File: src/rtl/onehot_encoder_reg_if.sv
`default_nettype none
// ============================================================================
//  Module   : onehot_encoder_reg_if
//  Purpose  : Handshake bus for the registered 2^N-to-N priority encoder.
//  Revision : 1.0  initial release
// ============================================================================
interface onehot_encoder_reg_if #(
   parameter int N    = 3,
   parameter int ERRW = 8
);
   logic                 in_valid;
   logic                 in_ready;
   logic [(1<<N)-1:0]    a;
   logic                 out_valid;
   logic                 out_ready;
   logic [N-1:0]         y;
   logic                 multi;
   logic                 none;
   logic [ERRW-1:0]      err_count;
   logic                 clr_err;

   modport master (
      output in_valid, a, out_ready, clr_err,
      input  in_ready, out_valid, y, multi, none, err_count
   );

   modport slave (
      input  in_valid, a, out_ready, clr_err,
      output in_ready, out_valid, y, multi, none, err_count
   );
endinterface
`default_nettype wire

File: src/rtl/onehot_encoder_reg.sv
`default_nettype none
// ============================================================================
//  Module   : onehot_encoder_reg
//  Purpose  : Registered priority encoder (highest set bit) with error flags
//             and a saturating error counter, valid/ready on both sides.
//  Revision : 1.0  initial release
// ============================================================================
module onehot_encoder_reg #(
   parameter int N    = 3,
   parameter int ERRW = 8
) (
   input  logic                 clk,
   input  logic                 reset,
   onehot_encoder_reg_if.slave  bus
);
   localparam int              c_W       = 1 << N;
   localparam logic [ERRW-1:0] c_ERR_MAX = {ERRW{1'b1}};

   logic              r_valid;
   logic [N-1:0]      r_y;
   logic              r_multi;
   logic              r_none;
   logic [ERRW-1:0]   r_err;

   logic              w_ready;
   logic              w_accept;
   logic [N-1:0]      w_idx;
   logic              w_multi;
   logic              w_none;

   assign w_ready  = !r_valid || bus.out_ready;
   assign w_accept = bus.in_valid && w_ready;

   // Later iterations overwrite earlier ones, so the highest set bit wins.
   always_comb begin
      w_idx = '0;
      for (int i = 0; i < c_W; i++) begin
         if (bus.a[i]) w_idx = i[N-1:0];
      end
   end

   // Clearing the lowest set bit leaves something only if two or more were set.
   assign w_multi = |(bus.a & (bus.a - 1'b1));
   assign w_none  = (bus.a == '0);

   always_ff @(posedge clk or posedge reset) begin
      if (reset) begin
         r_valid <= 1'b0;
         r_y     <= '0;
         r_multi <= 1'b0;
         r_none  <= 1'b0;
      end else if (w_accept) begin
         r_valid <= 1'b1;
         r_y     <= w_idx;
         r_multi <= w_multi;
         r_none  <= w_none;
      end else if (bus.out_ready) begin
         r_valid <= 1'b0;
      end
   end

   always_ff @(posedge clk or posedge reset) begin
      if (reset) begin
         r_err <= '0;
      end else if (bus.clr_err) begin
         r_err <= '0;
      end else if (w_accept && (w_multi || w_none) && (r_err != c_ERR_MAX)) begin
         r_err <= r_err + 1'b1;
      end
   end

   assign bus.in_ready  = w_ready;
   assign bus.out_valid = r_valid;
   assign bus.y         = r_y;
   assign bus.multi     = r_multi;
   assign bus.none      = r_none;
   assign bus.err_count = r_err;
endmodule
`default_nettype wire

File: src/flat_wrapper.sv
// flat-port wrapper written by rule: the top's interface ports become plain ports
module onehot_encoder_reg_flat 
#(
   parameter int N    = 3,
   parameter int ERRW = 8
)
  (clk, reset, bus_in_valid, bus_a, bus_out_ready, bus_clr_err, bus_in_ready, bus_out_valid, bus_y, bus_multi, bus_none, bus_err_count);
  onehot_encoder_reg_if #(.N(N), .ERRW(ERRW)) bus_i ();
  input  logic clk;
  input  logic reset;
  input wire logic [$bits(bus_i.in_valid)-1:0] bus_in_valid;
  input wire logic [$bits(bus_i.a)-1:0] bus_a;
  input wire logic [$bits(bus_i.out_ready)-1:0] bus_out_ready;
  input wire logic [$bits(bus_i.clr_err)-1:0] bus_clr_err;
  output wire logic [$bits(bus_i.in_ready)-1:0] bus_in_ready;
  output wire logic [$bits(bus_i.out_valid)-1:0] bus_out_valid;
  output wire logic [$bits(bus_i.y)-1:0] bus_y;
  output wire logic [$bits(bus_i.multi)-1:0] bus_multi;
  output wire logic [$bits(bus_i.none)-1:0] bus_none;
  output wire logic [$bits(bus_i.err_count)-1:0] bus_err_count;
  assign bus_i.in_valid = bus_in_valid;
  assign bus_i.a = bus_a;
  assign bus_i.out_ready = bus_out_ready;
  assign bus_i.clr_err = bus_clr_err;
  assign bus_in_ready = bus_i.in_ready;
  assign bus_out_valid = bus_i.out_valid;
  assign bus_y = bus_i.y;
  assign bus_multi = bus_i.multi;
  assign bus_none = bus_i.none;
  assign bus_err_count = bus_i.err_count;
  onehot_encoder_reg #(.N(N), .ERRW(ERRW)) u_core (.clk(clk), .reset(reset), .bus(bus_i));
endmodule
File: config.mk
export PLATFORM = sky130hd
export DESIGN_NAME = onehot_encoder_reg_flat
export DESIGN_NICKNAME = d
export VERILOG_FILES = /design/src/rtl/onehot_encoder_reg_if.sv /design/src/rtl/onehot_encoder_reg.sv /design/src/flat_wrapper.sv
export SDC_FILE = /design/constraint.sdc
export NUM_CORES = 1
export LEC_CHECK = 0
export BUFFER_PORTS_ARGS = -buffer_cell sky130_fd_sc_hd__buf_4
export CAP_MARGIN = 20
export CORE_MARGIN = 10
export CORE_UTILIZATION = 48
export CTS_CLUSTER_DIAMETER = 80
export DETAILED_ROUTE_END_ITERATION = 7
export MAX_ROUTING_LAYER = met4
export PLACE_DENSITY = 0.77
export SYNTH_ARGS = -nofsm -noshare
export SYNTH_HDL_FRONTEND = slang
export SYNTH_SLANG_ARGS = --single-unit
File: constraint.sdc
create_clock -name clk -period 2.18 [get_ports clk]
set_clock_uncertainty 0.1 [all_clocks]
set_input_delay 0.109 -clock clk [delete_from_list [all_inputs] [get_ports clk]]
set_output_delay 0.109 -clock clk [all_outputs]
set_load 0.02 [all_outputs]
* After elaboration in Yosys (flattened, before gate mapping)
Cells that the tools add are included.
Cells by class: $add $sub $neg 2, eq/ne operators 1, mux-type cells 11, bitwise gates (word level) 1, reduce and logical (&&, ||, !) cells 10
Operators by type and width (number):
- $mux 8 | 2
- $mux 3 | 4
- $add 8x1->8 const B | 1
- $and 8x8->8 | 1
- $logic_not 8->1 | 1
- $ne 8x8->1 const B | 1
- $reduce_or 8->1 | 1
- $sub 8x1->8 const B | 1
- $mux 2 | 2
- $reduce_bool 2->1 | 2
- $logic_and 1x1->1 | 3
- $mux 1 | 3
- $logic_or 1x1->1 | 2
- $logic_not 1->1 | 1
Storage, ports and cells: bits in registers 14, output and inout port bits 15

* Logic depth before layout (Yosys ltp)
depth after elaboration 8, depth in mapped cells 6, depth with buffers taken out 5

* Worst setup path before layout
Ideal clock, no wire load.
kind register to register, from reg u_core.r_err[5] (netlist: u_core.bus.err_count[5]), to reg u_core.r_err[7] (netlist: u_core.bus.err_count[7]), setup time 0.120 ns, arrival time 1.630 ns, setup slack 0.330 ns, stages on the path, launching flop included 7, buffers on the path 1, cells stage by stage dfrtp_1 > and4_1 > and4_1 > a211oi_2 > buf_6 > a311oi_2 > a41o_2
Between the ends: word-level cells in the longest chain between the ends 3
RTL lines:
- start: declaration | RTL line onehot_encoder_reg.sv:23 | logic [ERRW-1:0] r_err;
- start signal: assignment | RTL line onehot_encoder_reg.sv:68 | r_err <= r_err + 1'b1;
- $add 8x1->8 / $ne 8x8->1 (equally long branches) | RTL line onehot_encoder_reg.sv:68, onehot_encoder_reg.sv:67
- $mux 8 / $logic_and 1x1->1 (equally long branches) | RTL line onehot_encoder_reg.sv:67 | end else if (w_accept && (w_multi || w_none) && (r_err != c_ERR_MAX)) begin
- $mux 8 / $reduce_bool 2->1 (equally long branches)
Several ways; a longest one is shown, not always the timed one. The select of a mux whose other input is x is not followed. A chain may end at the register's enable or synchronous reset.

* Final worst setup path
from reg u_core.r_err[4] (netlist: u_core.bus.err_count[4]), to reg u_core.r_err[1] (netlist: u_core.bus.err_count[1])
Between the ends: word-level cells in the longest chain between the ends 3
RTL lines (RTL line):
- $ne 8x8->1 | onehot_encoder_reg.sv:67
- $logic_and 1x1->1 | onehot_encoder_reg.sv:67
- $reduce_bool 2->1 (no source line)
Every way passes these cells.

==> results_dict.tcl <==
set metrics [dict create \
    drt_iter0_drc 11 \
    clockBufferDepth 2 \
    coreArea_um2 1560 \
    cts_buffers 3 \
    p_leak_nw 0.514 \
    synth_most_common_cell "dfrtp_1" \
    synth.top_cell.area_share_pct 43.1 \
    swShare_pct 28.7 \
    dr.pass1.iters 4 \
    ir_drop_mv 0.496 \
    dieArea_um2 3740 \
    syn_nets 96 \
    cts_tree "yes" \
    dp.cells 124 \
    path_max_fanout 7 \
    rows 14 \
    p_seq_share_pct 46.4 \
    grt_pass1_vias 723 \
    htree_levels 1 \
    synth_edf_count 0 \
    gp_congestion 0.789 \
    worst-endpoint-arrival_ns 2.11 \
    max_cap_viol_count 0 \
    yosysSeqAreaShare_pct 43.1 \
    wl_per_cell_um 15.4 \
    layout-drive-gt1-share_pct 37.4 \
    worst_slew_pin_slew_ns 0.627 \
    port_buffers 27 \
    start_util_pct 52.2 \
    grt_max_degree 15 \
    boundaryPins 28 \
    drc 0 \
    power_density_nw_per_um2 551 \
    clock-sinks 14 \
    synth_ff_type "dfrtp_1" \
    end_kind "register" \
    rsz0062_at_grt "false" \
    gr-total-overflow 0 \
    diodes 0 \
    layout.nets 130 \
    slew_headroom_pct 57.1 \
    syn-cell-area_um2 813 \
    cts_resized 0 \
    grt_pass1_wl_um 3310 \
    wl_um 2010 \
    power.internal_w 0.000431 \
    min_period_ns 2.02 \
    final_hold_viol_count 0 \
    fmax_ghz 0.496 \
    chipHeight_um 61.2 \
    yosys.area.top_type "dfrtp_1" \
    async_reset_ff_share_pct 100 \
    p_clk_share_pct 32.6 \
    crit_path_start_kind "register" \
    netlist_top_cells_count "dfrtp_1, nand2_1, inv_1, nor2_1" \
    min_period_over_period_pct 92.5 \
    vias 743 \
    status "completed" \
    min_path_type "input pin to register" \
    path_class "register to register" \
    antenna_found_initial 0 \
    power.switching_w 0.000174 \
    dp_hpwl_um 1580 \
    areaGrowthSynthToFinish_pct 34.9 \
    rr_worst_depth 6 \
    stdcell_count 131 \
    min_path_cells 3 \
    ys_ff_latch 14 \
    synth.area.top_cells "dfrtp_1, nor4_4, a211oi_1, nand2_1, a21oi_1" \
    root_buffer "clkbuf_4" \
    comb_power_share_pct 20.9 \
    cts_setup_buffers 0 \
    clkSlewWorstSetupHoldPaths_ns 0.09 \
    ys.warnings.count 0 \
    syn-mean-instance-area_um2 9.92 \
    die_w_um 61.2 \
    setup_viol 0 \
    grtUsageTotal_pct 12.0 \
    ant_nets 0 \
    tns_ns 0 \
    worstSkewPairLatency_ns 0.29 \
    viasPerCell 5.67 \
    drv_slew 0 \
    ys_types 34 \
    totalPowerFinal_w 0.000605 \
    synth_cells 82 \
    critical_path_required_ns 2.27 \
]
## final timing paths
| kind | start | end | slack (ns) |
|---|---|---|---|
| max | u_core.bus.err_count[4] | u_core.bus.err_count[1] | 0.16 |
| min | bus_out_ready | u_core.bus.out_valid | 0.01 |
| max reg2reg | u_core.bus.err_count[4] | u_core.bus.err_count[1] | 0.16 |
| min reg2reg | u_core.bus.y[1] | u_core.bus.y[1] | 0.39 |
| max in group asynchronous | reset | u_core.bus.err_count[6] | 1.32 |
| min in group asynchronous | reset | u_core.bus.out_valid | 0.30 |
## state kept, by name, indices dropped and copies added (netlist names)
signal,count
u_core.bus.err_count,8
u_core.bus.y,3
u_core.bus.multi,1
u_core.bus.none,1
u_core.bus.out_valid,1
## critical path: stages, from the launching register on
cell and delay, ns:
dfrtp_1 0.43, and4_1 0.25, and4_1 0.22, a211oi_2 0.45, buf_4 0.24, mux2i_1 0.18, nor2_1 0.05
## layout make-up
type                       count  area (um^2)
multi-input combinational     59          420
timing repair buffer          32          248
inverter                       6         22.5
tap                           16         20.0
sequential                    14          350
fill                         137          462
clock buffer                   4         36.3
## cells in the final DEF (no fill, tap or decap)
master / netlist / layout
a311oi_2: 1 / 1
xor2_1: 1 / 1
clkbuf_4: 0 / 3
nand4_1: 1 / 1
nand3b_1: 1 / 1
and4_1: 2 / 2
clkbuf_8: 0 / 1
nor4_4: 2 / 2
a31oi_1: 1 / 1
o21bai_1: 1 / 1
a211oi_1: 4 / 4
nand2_1: 7 / 7
a41o_2: 1 / 1
o22a_1: 1 / 1
and3_1: 1 / 1
inv_1: 6 / 6
nor2_1: 6 / 6
o21a_1: 1 / 1
dlygate4sd3_1: 0 / 3
a2111oi_0: 1 / 1
mux2_2: 2 / 2
dfrtp_1: 14 / 14
xnor2_1: 1 / 1
ha_1: 1 / 1
a21o_2: 2 / 2
nand2b_1: 2 / 2
nand3_1: 3 / 3
a21bo_2: 1 / 1
mux2i_1: 1 / 1
nor3_1: 2 / 2
a21oi_1: 5 / 5
a211oi_2: 1 / 1
nor2b_1: 1 / 1
buf_4: 0 / 29
o21ai_0: 5 / 5
## logic make-up after synthesis
| family | Yosys count | synth area share (%) |
|---|---|---|
| and+or+nand+nor | 28 | 21.2 |
| AOI/OAI and AO/OA | 25 | 22.8 |
| DFF | 14 | 43.1 |
| buffers and inverters | 9 | 5.23 |
| muxes | 3 | 4.00 |
| xor gates and xnor gates | 2 | 2.15 |
| adders and majority gates | 1 | 1.54 |
## per-layer routing
layer	part of all wire, %	wire, um	GRT usage, %	vias up
met3	8.6	172	4.12	5
met1	43	858	12.6	352
met5	0	0	-	-
met2	47	939	19.7	21
li1	-	-	-	365
met4	2.0	41	5.86	0
## metrics by stage
stage / hold WS [ns] / setup slack, ns / util [%] / cell area [um^2]
floorplan: -0.102 / 0.330 / - / 813
global placement: 0.0840 / 0.251 / 66.1 / 1030
detailed placement: 0.0850 / 0.209 / 66.1 / 1030
CTS: 0.0172 / 0.195 / 70.4 / 1100
global route: 0.0515 / 0.00485 / 70.4 / 1100
finish: 0.0120 / 0.164 / 70.4 / 1100
## repair_timing
item | in CTS | in global routing
endpoints found under the hold margin | 20 | 0
hold buffers | 3 | 0
setup endpoints to repair | 0 | 0
## power by group through the flow
stage	clock network, W	logic [W]	registers [W]
final	0.000197	0.000127	0.000281
after global routing	0.000201	0.000138	0.000282
after CTS	0.000195	0.000128	0.000281
after detailed placement	0	0.000124	0.000286
after global placement	0	0.000122	0.000285
after floorplan	0	0.0000474	0.000301
(Power assumes the default switching activity.)
